`src/rtl/midi_pkg.sv`:
```
// Shared constants and FSM encoding for the polyphonic MIDI voice allocator.
package midi_pkg;

   localparam logic [3:0] MSG_NOTE_OFF = 4'h8;
   localparam logic [3:0] MSG_NOTE_ON  = 4'h9;
   localparam logic [3:0] MSG_CC       = 4'hB;
   localparam logic [3:0] MSG_PBEND    = 4'hE;

   localparam logic [6:0] CC_MOD  = 7'd1;
   localparam logic [6:0] CC_SUST = 7'd64;
   localparam logic [6:0] CC_ANO  = 7'd123;

   localparam logic [13:0] PBEND_CENTER = 14'h2000;

   typedef logic [1:0] state_t;
   localparam state_t IDLE   = 2'd0;
   localparam state_t SCAN   = 2'd1;
   localparam state_t COMMIT = 2'd2;

endpackage

```
`src/rtl/midi_voice_slot.sv`:
```
// One tone-generator voice: note/velocity, gate, sustain-held flag and a saturating age.
module midi_voice_slot #(
   parameter int unsigned AGE_W = 8
) (
   input  logic             clk,
   input  logic             rst,
   input  logic             do_assign,
   input  logic             do_release,
   input  logic             sustain_release,
   input  logic             all_off,
   input  logic             age_inc,
   input  logic             sustain,
   input  logic [6:0]       note_in,
   input  logic [6:0]       vel_in,
   input  logic [6:0]       match_note,
   output logic             gate,
   output logic [6:0]       note,
   output logic [6:0]       vel,
   output logic [AGE_W-1:0] age,
   output logic             match
);

   logic             gate_q, held_q;
   logic [6:0]       note_q, vel_q;
   logic [AGE_W-1:0] age_q;

   always_ff @(posedge clk or negedge rst) begin
      if (!rst) begin
         gate_q <= 1'b0;
         held_q <= 1'b0;
         note_q <= '0;
         vel_q  <= '0;
         age_q  <= '0;
      end else if (do_assign) begin
         note_q <= note_in;
         vel_q  <= vel_in;
         gate_q <= 1'b1;
         held_q <= 1'b0;
         age_q  <= '0;
      end else begin
         if (age_inc && (age_q != '1)) age_q <= age_q + 1'b1;
         if (all_off) begin
            gate_q <= 1'b0;
            held_q <= 1'b0;
         end else if (do_release) begin
            // With the pedal down the voice keeps sounding until the pedal lifts.
            if (sustain) held_q <= 1'b1;
            else         gate_q <= 1'b0;
         end else if (sustain_release && held_q) begin
            gate_q <= 1'b0;
            held_q <= 1'b0;
         end
      end
   end

   assign gate  = gate_q;
   assign note  = note_q;
   assign vel   = vel_q;
   assign age   = age_q;
   assign match = gate_q && (note_q == match_note);

endmodule

```
`src/rtl/midi_voice_alloc.sv`:
```
// Polyphonic MIDI voice allocator: sequential voice scan, then a single commit cycle.
module midi_voice_alloc
   import midi_pkg::*;
#(
   parameter int unsigned NUM_VOICES = 8,
   parameter int unsigned VIDX_W     = 3,
   parameter int unsigned AGE_W      = 8,
   parameter bit          OMNI       = 1'b0
) (
   input  logic                    clk,
   input  logic                    rst,
   input  logic                    en,
   input  logic                    midi_command_ready,
   input  logic [3:0]              chan,
   input  logic [3:0]              chan_sel,
   input  logic [3:0]              ch_message,
   input  logic [6:0]              note_in,
   input  logic [6:0]              velocity_in,
   input  logic [6:0]              lsb_in,
   input  logic [6:0]              msb_in,
   output logic                    busy,
   output logic                    cmd_drop,
   output logic [NUM_VOICES-1:0]   gate,
   output logic [7*NUM_VOICES-1:0] voice_note,
   output logic [7*NUM_VOICES-1:0] voice_vel,
   output logic [NUM_VOICES-1:0]   trig,
   output logic [13:0]             pitch_bend,
   output logic [6:0]              mod_wheel,
   output logic                    sustain
);

   localparam logic [VIDX_W-1:0] LastIdx = VIDX_W'(NUM_VOICES - 1);

   state_t                  state_q;
   logic [VIDX_W-1:0]       idx_q, hit_idx_q, free_idx_q, old_idx_q, target;
   logic                    hit_q, free_q, note_on_q;
   logic [AGE_W-1:0]        old_age_q;
   logic [NUM_VOICES-1:0]   rel_mask_q;
   logic [6:0]              note_q, vel_q, mod_q;
   logic [13:0]             pitch_bend_q;
   logic                    sustain_q, cmd_drop_q;
   logic [NUM_VOICES-1:0]   trig_q;

   logic [NUM_VOICES-1:0]   s_match, assign_vec, release_vec, age_inc_vec;
   logic [AGE_W-1:0]        s_age [NUM_VOICES];
   logic                    take, accept, is_note, is_cc, commit, sust_rel, all_off;

   assign take    = midi_command_ready && en && (OMNI || (chan == chan_sel));
   assign accept  = take && (state_q == IDLE);
   assign is_note = (ch_message == MSG_NOTE_ON) || (ch_message == MSG_NOTE_OFF);
   assign is_cc   = (ch_message == MSG_CC);
   assign commit  = (state_q == COMMIT);

   // Pedal-up and All Notes Off act in the acceptance cycle, not via the scan.
   assign sust_rel = accept && is_cc && (note_in == CC_SUST) && sustain_q && !velocity_in[6];
   assign all_off  = accept && is_cc && (note_in == CC_ANO) && !sustain_q;

   // Priority: retrigger a sounding copy, else first free voice, else steal the oldest.
   assign target = hit_q ? hit_idx_q : (free_q ? free_idx_q : old_idx_q);

   always_comb begin
      assign_vec  = '0;
      release_vec = '0;
      age_inc_vec = '0;
      for (int i = 0; i < NUM_VOICES; i++) begin
         assign_vec[i]  = commit && note_on_q && (target == VIDX_W'(i));
         age_inc_vec[i] = commit && note_on_q && (target != VIDX_W'(i));
         release_vec[i] = commit && !note_on_q && rel_mask_q[i];
      end
   end

   for (genvar i = 0; i < NUM_VOICES; i++) begin : g_slot
      midi_voice_slot #(
         .AGE_W(AGE_W)
      ) u_slot (
         .clk            (clk),
         .rst            (rst),
         .do_assign      (assign_vec[i]),
         .do_release     (release_vec[i]),
         .sustain_release(sust_rel),
         .all_off        (all_off),
         .age_inc        (age_inc_vec[i]),
         .sustain        (sustain_q),
         .note_in        (note_q),
         .vel_in         (vel_q),
         .match_note     (note_q),
         .gate           (gate[i]),
         .note           (voice_note[7*i +: 7]),
         .vel            (voice_vel[7*i +: 7]),
         .age            (s_age[i]),
         .match          (s_match[i])
      );
   end

   always_ff @(posedge clk or negedge rst) begin
      if (!rst) begin
         state_q      <= IDLE;
         idx_q        <= '0;
         hit_q        <= 1'b0;
         hit_idx_q    <= '0;
         free_q       <= 1'b0;
         free_idx_q   <= '0;
         old_idx_q    <= '0;
         old_age_q    <= '0;
         rel_mask_q   <= '0;
         note_on_q    <= 1'b0;
         note_q       <= '0;
         vel_q        <= '0;
         mod_q        <= '0;
         pitch_bend_q <= PBEND_CENTER;
         sustain_q    <= 1'b0;
         cmd_drop_q   <= 1'b0;
         trig_q       <= '0;
      end else begin
         cmd_drop_q <= take && (state_q != IDLE);
         trig_q     <= assign_vec;
         case (state_q)
            IDLE: begin
               if (accept) begin
                  if (is_note) begin
                     state_q    <= SCAN;
                     idx_q      <= '0;
                     note_on_q  <= (ch_message == MSG_NOTE_ON) && (velocity_in != 7'd0);
                     note_q     <= note_in;
                     vel_q      <= velocity_in;
                     hit_q      <= 1'b0;
                     free_q     <= 1'b0;
                     old_idx_q  <= '0;
                     old_age_q  <= '0;
                     rel_mask_q <= '0;
                  end else if (ch_message == MSG_PBEND) begin
                     pitch_bend_q <= {msb_in, lsb_in};
                  end else if (is_cc) begin
                     if (note_in == CC_MOD)  mod_q     <= velocity_in;
                     if (note_in == CC_SUST) sustain_q <= velocity_in[6];
                  end
               end
            end
            SCAN: begin
               if (s_match[idx_q] && !hit_q) begin
                  hit_q     <= 1'b1;
                  hit_idx_q <= idx_q;
               end
               if (!gate[idx_q] && !free_q) begin
                  free_q     <= 1'b1;
                  free_idx_q <= idx_q;
               end
               // Strict compare keeps the lowest index on equal ages.
               if ((idx_q == '0) || (s_age[idx_q] > old_age_q)) begin
                  old_idx_q <= idx_q;
                  old_age_q <= s_age[idx_q];
               end
               rel_mask_q[idx_q] <= s_match[idx_q];
               if (idx_q == LastIdx) state_q <= COMMIT;
               else                  idx_q   <= idx_q + 1'b1;
            end
            COMMIT:  state_q <= IDLE;
            default: state_q <= IDLE;
         endcase
      end
   end

   assign busy       = (state_q != IDLE);
   assign cmd_drop   = cmd_drop_q;
   assign trig       = trig_q;
   assign pitch_bend = pitch_bend_q;
   assign mod_wheel  = mod_q;
   assign sustain    = sustain_q;

endmodule

```
`config.mk`:
```
export PLATFORM = sky130hd
export DESIGN_NAME = midi_voice_alloc
export DESIGN_NICKNAME = d
export VERILOG_FILES = /design/src/rtl/midi_pkg.sv /design/src/rtl/midi_voice_slot.sv /design/src/rtl/midi_voice_alloc.sv
export SDC_FILE = /design/constraint.sdc
export NUM_CORES = 1
export LEC_CHECK = 0
export CORE_MARGIN = 2
export CORE_UTILIZATION = 47
export DETAILED_ROUTE_END_ITERATION = 10
export PLACE_DENSITY = 0.72
export SLEW_MARGIN = 20
export SYNTH_ARGS = -nofsm -noshare
export SYNTH_HDL_FRONTEND = slang
export SYNTH_SLANG_ARGS = --single-unit
```
`constraint.sdc`:
```
create_clock -name clk -period 5.3 [get_ports clk]
set_clock_uncertainty 0.1 [all_clocks]
set_input_delay 1.06 -clock clk [delete_from_list [all_inputs] [get_ports clk]]
set_output_delay 1.06 -clock clk [all_outputs]
set_load 0.1 [all_outputs]
```
==> After elaboration in Yosys (flattened, before gate mapping) <==
Cells that the tools add are included.
{ "word_totals": {"regBits": 270, "out_inout_bits": 152, "word_cells": 367} }
{ "op_classes": {"add_sub_neg": 9, "magnitude_cmp": 4, "eq_ne": 64, "n_mux": 107, "bitwise_logic": 3, "reduce_logical": 123} }
{ "op_table": {"columns": ["cell", "n"], "rows": [
  ["2-to-1 mux 8 bit", 21],
  ["2-to-1 mux 1 bit", 65],
  ["adder 8 x 1 -> 8 bit, second input constant", 8],
  ["logical AND 1 bit", 64],
  ["!= test 4 x 3 -> 1 bit, second input constant", 16],
  ["!= test 8 bit, second input constant", 8],
  ["== test 7 bit", 8],
  ["AND reduction 2 bit", 18],
  ["one-hot mux 8 bit (2 select lines)", 2],
  ["nonzero test 4 bit", 8],
  ["binary-select mux 8 bit (select 3 bit)", 1],
  ["AND reduction 4 bit", 5],
  ["nonzero test 2 bit", 10],
  ["2-to-1 mux 3 bit", 6],
  ["== test 4 bit, second input constant", 4],
  ["== test 3 bit, second input constant", 5],
  ["== test 7 bit, second input constant", 2],
  ["!= test 2 bit, second input constant", 7],
  ["!= test 3 bit, second input constant", 4],
  ["one-hot mux 3 bit (2 select lines)", 2],
  ["AND reduction 6 bit", 2],
  ["AND reduction 3 bit", 3],
  ["bitwise mux 8 bit", 1],
  ["greater-than comparator 8 bit", 1],
  ["25 further kinds", 39]
]} }

==> Logic depth before layout (Yosys ltp) <==
Gate-level depths: netlist (run 1).
{ "depth": {"depth_word": 12, "ltp_mapped": 14} }

==> Modules after synthesis <==
A second synthesis (run 1) with hierarchy kept.
{ "hier_totals": {"hier_cells": 1178, "hier_area_um2": 13724.4} }
{ "modules_own_cells": {"columns": ["mod", "n_inst", "cells_each", "area_each_um2", "seq_area_each_um2"], "rows": [
  ["midi_voice_slot", 8, 94, 1177.4, 600.6],
  ["midi_voice_alloc", 1, 426, 4305.4, 1953.1]
]} }

==> Worst setup path after synthesis (run 1) <==
OpenSTA, ideal clock, no wires.
{ "synth_timing": {"path_kind": "register -> register", "from": "register idx_q[1]", "to": "register old_age_q[0]", "setup_time_ps": 125, "arrival_ps": 3116, "t_required_ps": 5075, "setup_slack_ps": 1958, "path_stages_with_launch": 14, "n_path_buf": 4, "period_less_slack_ps": 3342, "cell_sequence": "dfrtp_1 -> clkbuf_1 -> buf_2 -> clkbuf_1 -> a21oi_1 -> a221o_1 -> ha_1 -> a21o_1 -> a21o_1 -> a21oi_1 -> a2bb2oi_1 -> a311oi_2 -> buf_6 -> mux2_4"} }
{ "synth_via": {"elab_chain_len": 8} }
{ "synth_rtl": {"columns": ["element", "line", "source"], "rows": [
  ["start, declared", "midi_voice_alloc.sv:35", "logic [VIDX_W-1:0] idx_q, hit_idx_q, free_idx_q, old_idx_q, target;"],
  ["start signal, assigned", "midi_voice_alloc.sv:155", "else idx_q <= idx_q + 1'b1;"],
  ["NOT 3 -> 4 bit (implied by the code)", "midi_voice_alloc.sv:149, midi_voice_alloc.sv:151", null],
  ["binary-select mux 8 bit (select 3 bit)", "midi_voice_alloc.sv:149, midi_voice_alloc.sv:151", null],
  ["2-to-1 mux 8 bit (implied by the code) (2 in a row)", "midi_voice_alloc.sv:149, midi_voice_alloc.sv:151", null],
  ["greater-than comparator 8 bit", "midi_voice_alloc.sv:149", "if ((idx_q == '0) || (s_age[idx_q] > old_age_q)) begin"],
  ["logical OR 1 bit", "midi_voice_alloc.sv:149", null],
  ["!= test 2 bit (no line)", null, null],
  ["AND reduction 4 bit (no line)", null, null],
  ["end signal, assigned", "midi_voice_alloc.sv:151", "old_age_q <= s_age[idx_q];"],
  ["end, declared", "midi_voice_alloc.sv:37", "logic [AGE_W-1:0] old_age_q;"]
]} }
Several ways; a longest one is shown, not always the timed one. The select of a mux whose other input is x is not followed.
A chain may end at the register's enable or synchronous reset.

==> Final worst setup path (run 1) <==
Same ends and word-level chain as after synthesis.

==> results.sh, run 1 <==
export IMPL_status="completed"
export IMPL_max_vdd_ir_drop_v=0.0001737
export IMPL_die_area_um2=28610
export IMPL_crit_fanout=27
export IMPL_antennaDiodeCount=0
export IMPL_critPathArrivalTime_ns=4.33
export IMPL_worst_pin_slew_ns=1.065
export IMPL_rsz0062_at_grt="false"
export IMPL_p_leak_uw=0.007577
export IMPL_synth_common_cells="269 x dfrtp_1, 137 x mux2_2, 137 x nand2_1, 94 x nor2_1, 61 x xor2_1"
export IMPL_cts_tree="done"
export IMPL_grt_pass1_wl_um=54770
export IMPL_place_congestion=0.9120
export IMPL_synth_fp_nets=1207
export IMPL_max_freq_mhz=250.8
export IMPL_cp_required_ns=5.64
export IMPL_finalSetupViolations=0
export IMPL_clk_path_buf_depth=3
export IMPL_synthAdderAreaFrac=0.01855
export IMPL_cp_end_kind="flop"
export IMPL_post_cts_buffers=0
export IMPL_core_um2=26880
export IMPL_die_width_um=169.1
export IMPL_finalHoldViolations=0
export IMPL_ctsHoldBuffers=0
export IMPL_slew_limit_headroom=0.2894
export IMPL_overflow=0
export IMPL_crit_family="compound AO/OA/AOI/OAI gates"
export IMPL_slew_violations=0
export IMPL_worstSetupPathType="reg -> reg"
export IMPL_netlist_area_um2=12820
export IMPL_antenna_found_initial=0
export IMPL_vias=9534
export IMPL_crit_slowest_cell="dfrtp_1"
export IMPL_via_per_inst=5.651
export IMPL_area_growth_pct=25.64
export IMPL_grt_use_total=0.2414
export IMPL_synth_ff_type="dfrtp_1"
export IMPL_worst_path_buf_inv=2
export IMPL_synthSimpleGateAreaFrac=0.1430
export IMPL_cts_buffers=30
export IMPL_clock_sinks=270
export IMPL_drt_iter0_drc=681
export IMPL_synth_top_area_frac=0.5251
export IMPL_syn_area_per_cell_um2=11.21
export IMPL_drt_first_pass_iters=5
export IMPL_fillers=2209
export IMPL_clock_root_buffer="clkbuf_16"
export IMPL_yosysSeqAreaShare=0.5272
export IMPL_synthMuxAreaShare=0.1553
export IMPL_cp_start_kind="flop"
export IMPL_ant_nets=0
export IMPL_cts_max_level=1
export IMPL_whs_ns=0.3737
export IMPL_num_rows=60
export IMPL_yosysMostFrequentCell="dfrtp_1"
export IMPL_start_util=0.4770
export IMPL_clk_pin_slew_ns=0.06
export IMPL_period_needed_ns=3.987
export IMPL_drv_cap=0
export IMPL_fin_tns_setup_ns=0
export IMPL_dieHeight_um=169.1
export IMPL_dp_hpwl_um=23560
export IMPL_routedWlPerCell_um=20.13
export IMPL_netlist_instances=1144
export IMPL_hp_class="reg -> reg"
export IMPL_cts_resized=0
export IMPL_first_global_vias=9860
export IMPL_grt_max_degree=116
export IMPL_synth_top_cells_by_area="dfrtp_1 53%, mux2_2 12%, xor2_1 4.2%"
export IMPL_power_density_nw_per_um2=291.7
export IMPL_clk_latency_ns=0.58
export IMPL_final_util=0.5993
export IMPL_synthArstFlopShare=1.000
export IMPL_drive_gt1_frac=0.1746
export IMPL_wl_um=33960
export IMPL_synthDistinctLibCells=61
export IMPL_synth_edf_count=0
export IMPL_synth_compound_area_share=0.05378
export IMPL_synth_xor_area_frac=0.07311
export IMPL_final_net_count=1385
export IMPL_period_share=0.7523
export IMPL_finalInstanceArea_um2=16110
export IMPL_ys_seq_elements=270
export IMPL_ys_warn_count=0
export IMPL_synth_top_family_by_area="multiplexers"
export IMPL_io_pins=196
export IMPL_crit_chain="clkinv_1 -> nand2_1 -> a21oi_1 -> a221o_1 -> ha_1 -> a21o_1 -> a21o_1 -> a21oi_1 -> a2bb2oi_1 -> a311oi_2 -> buf_4 -> mux2_4"
export IMPL_drcViolationCount=0
export IMPL_worst_path_largest_cell_delay_ns=1.03
export IMPL_synth_top_area_cell="dfrtp_1"
export IMPL_port_buffers=195
export IMPL_dpl_cell_area_um2=15040
-- report_power, final --
group          switching (µW)  total [µW]  internal (µW)
logic                     187         308            122
registers                77.9        2180           2100
clock network             874        2210           1340
total                    1140        4700           3560
-- placed cells by master (no fill, tap or decap), types with 18 or more instances in the layout --
master,instances
dfrtp_1,268
ha_1,19
clkdlybuf4s50_1,194
xnor2_1,46
nand4_1,23
mux2i_1,20
a21oi_1,33
xor2_1,61
nor2_1,87
inv_1,18
nand3_1,41
mux2_2,137
nand2_1,137
clkbuf_16,30
o21ai_0,22
-- cell type report --
cell class / count / area (µm²) / share of cell area
clock inverter: 18 / 242.7 / 0.01507
multi-input combinational: 792 / 5710 / 0.3546
timing repair buffer: 209 / 2074 / 0.1288
tap: 341 / 426.7 / 0.02649
clock buffer: 38 / 820.8 / 0.05096
inverter: 19 / 71.32 / 0.004428
sequential: 270 / 6759 / 0.4197
-- state kept, by name, indices dropped and copies added, names as in the netlist, 2 cells and up --
register              count
old_idx_q                 3
g_slot.u_slot.gate        8
g_slot.u_slot.held_q      8
mod_wheel                 7
free_idx_q                3
note_q                    7
g_slot.u_slot.age        64
g_slot.u_slot.note       56
idx_q                     3
vel_q                     7
trig                      8
old_age_q                 8
rel_mask_q                8
g_slot.u_slot.vel        56
state_q                   2
hit_idx_q                 3
pitch_bend               14
-- cells by family after synthesis --
kind of cell	Yosys count
AND/OR/NAND/NOR	389
flip-flops	270
multiplexers	169
AO/OA/AOI/OAI	108
XOR/XNOR	107
buffers and inverters	82
adder cells (fa/ha/maj)	19
-- worst min-delay path, cell delays in order, from the launching register on --
cell and delay (ns):
dfrtp_1 0.34, nand2_1 0.05, nand2_1 0.05
-- path summary, 6_finish.rpt --
kind	slack, ns	cells past startpoint	from	to
worst max-delay path	1.31	12	idx_q[1]	old_age_q[0]
worst min-delay path	0.37	2	g_slot[4].u_slot.vel[1]	g_slot[4].u_slot.vel[1]
worst max register to register	1.31	12	idx_q[1]	old_age_q[0]
worst min register to register	0.37	2	g_slot[4].u_slot.vel[1]	g_slot[4].u_slot.vel[1]
max in group asynchronous	3.53	2	rst	rel_mask_q[4]
min in group asynchronous	0.39	1	rst	trig[6]
-- metrics by stage --
step	total power, µW	setup slack [ns]	std cells
2_1_floorplan	2371	1.958	1144
3_3_place_gp	2509	1.456	1631
3_5_place_dp	2518	1.356	1631
4_1_cts	4742	1.291	1687
5_1_grt	4854	1.005	1687
6_report	4698	1.313	1687
-- metal layers --
layer,track usage,vias up,wire [µm]
met3,0.05970,49,2696
met1,0.3345,4795,14800
met4,0.06317,0,812
li1,-,4341,-
met2,0.3823,349,15650
met5,0,-,0
Power figures use the tool's default switching activity.
==> run 2: changes to the inputs <==
- PLACE_DENSITY: 0.72 -> 0.75
- clock period: 5.3 -> 3.3 ns (I/O delays scaled with it)
==> results.sh, run 2 (synthesized netlist as in run 1, its figures left out) <==
export IMPL_max_freq_mhz=317.7
export IMPL_io_pins=196
export IMPL_fin_tns_setup_ns=0
export IMPL_drive_gt1_frac=0.3102
export IMPL_antenna_found_initial=0
export IMPL_whs_ns=-0.01295
export IMPL_final_util=0.5982
export IMPL_hp_class="in -> async"
export IMPL_clk_path_buf_depth=3
export IMPL_drcViolationCount=0
export IMPL_cp_start_kind="flop"
export IMPL_clk_pin_slew_ns=0.06
export IMPL_violations="hold timing"
export IMPL_status="finished with violations"
export IMPL_drt_iter0_drc=761
export IMPL_port_buffers=195
export IMPL_critPathArrivalTime_ns=3.48
export IMPL_antennaDiodeCount=0
export IMPL_cts_max_level=1
export IMPL_final_net_count=1428
export IMPL_dieHeight_um=169.1
export IMPL_finalSetupViolations=0
export IMPL_crit_fanout=8
export IMPL_clk_latency_ns=0.57
export IMPL_reg2reg_depth=13
export IMPL_dpl_cell_area_um2=15020
export IMPL_rrSetupSlack_ns=0.15
export IMPL_p_total_uw=7560
export IMPL_vias=9686
export IMPL_grt_use_total=0.2381
export IMPL_finalInstanceArea_um2=16080
export IMPL_timing_rr_end="old_age_q[0]"
export IMPL_worstSetupPathType="reg -> reg"
export IMPL_wl_um=33930
export IMPL_grt_max_degree=79
export IMPL_slew_limit_headroom=0.3975
export IMPL_cts_tree="done"
export IMPL_worst_path_buf_inv=3
export IMPL_cp_required_ns=3.63
export IMPL_drt_first_pass_iters=5
export IMPL_die_area_um2=28610
export IMPL_dp_hpwl_um=24170
export IMPL_crit_top_cell="buf_4"
export IMPL_worst_r2r_startpoint="idx_q[2]"
export IMPL_power_density_nw_per_um2=470.2
export IMPL_largest_reg_flops=64
export IMPL_num_rows=60
export IMPL_place_congestion=0.8934
export IMPL_crit_family="compound AO/OA/AOI/OAI gates"
export IMPL_cp_end_kind="flop"
export IMPL_period_share=0.9538
export IMPL_clock_sinks=270
export IMPL_clock_root_buffer="clkbuf_16"
export IMPL_finalHoldViolations=12
export IMPL_start_util=0.4770
export IMPL_place_inst=1673
export IMPL_fin_cells=1727
export IMPL_ant_nets=0
export IMPL_max_vdd_ir_drop_v=0.0004814
export IMPL_slew_violations=0
export IMPL_period_needed_ns=3.148
export IMPL_via_per_inst=5.609
export IMPL_worst_path_largest_cell_delay_ns=0.45
export IMPL_worst_pin_slew_ns=0.9032
export IMPL_p_leak_uw=0.008111
export IMPL_die_width_um=169.1
export IMPL_first_global_vias=9750
export IMPL_drv_cap=0
export IMPL_crit_chain="buf_4 -> and2_1 -> buf_4 -> a221oi_1 -> o22ai_1 -> ha_1 -> a21o_1 -> a21o_1 -> a21oi_1 -> a2bb2oi_2 -> a311oi_2 -> buf_4 -> mux2_4"
export IMPL_crit_slowest_cell="dfrtp_2"
export IMPL_ctsHoldBuffers=0
export IMPL_core_um2=26880
export IMPL_area_growth_pct=25.43
export IMPL_routedWlPerCell_um=19.65
export IMPL_cts_buffers=29
export IMPL_grt_pass1_wl_um=54170
export IMPL_layout_commonest_cell="dfrtp_1"
export IMPL_overflow=0
export IMPL_final_cell_mix="268 x dfrtp_1, 205 x buf_4, 137 x mux2_2, 137 x nand2_1, 87 x nor2_1"
run 2: cell types whose count changed in the layout (fill, tap and decap cells not counted), sizes merged:
cell / before / now
buf: 15 / 211
clkdlybuf4s50: 194 / 42
clkinv: 13 / 8
inv: 18 / 19
run 2: worst max path at each step:
stage          startpoint            to  slack [ns]  cells after the start
2_1_floorplan    idx_q[2]  old_age_q[0]       0.007                     13
4_1_cts          idx_q[2]  old_age_q[0]        0.16                     13
3_3_place_gp      chan[2]  old_idx_q[0]       -0.13                      7
5_1_grt          idx_q[1]  old_age_q[1]       -0.05                     13
3_5_place_dp      chan[3]  old_age_q[6]       -0.16                      8
6_report         idx_q[2]  old_age_q[0]        0.15                     13
run 2: metrics by stage:
| step | hold WS, ns | setup slack, ns |
|---|---|---|
| final | -0.01295 | 0.1524 |
| after global placement | 0.3610 | -0.1308 |
| after floorplan | 0.2644 | 0.006938 |
| after CTS | 0.006483 | 0.1588 |
| after detailed placement | 0.3688 | -0.1635 |
| after global routing | 0.02619 | -0.04697 |
run 2: report_power, final:
| group | internal, µW | switching, µW | total, µW |
|---|---|---|---|
| clock | 2140 | 1360 | 3500 |
| combinational | 247 | 357 | 604 |
| sequential | 3370 | 89.4 | 3460 |
| total | 5750 | 1810 | 7560 |
run 2: timing repair:
action / CTS / global route
setup endpoints to repair: 7 / 8
gates resized for setup: 0 / 4
buffers inserted: 2 / 0
pin swaps: 1 / 1
run 2: cell type report:
type / count / area, µm²
clock inverter: 14 / 212.7
sequential: 270 / 6759
tap: 341 / 426.7
clock buffer: 38 / 819.5
timing repair buffer: 253 / 2074
multi-input combinational: 792 / 5714
inverter: 19 / 71.32
fill: 2195 / 10800
run 2: metal layers:
metal	share of wire	vias up	wire, µm	track usage
li1	-	4425	-	-
met1	0.44	4881	14790	0.3355
met2	0.48	341	16220	0.3837
met3	0.071	39	2417	0.04781
met4	0.015	0	512	0.05388
met5	0	-	0	0
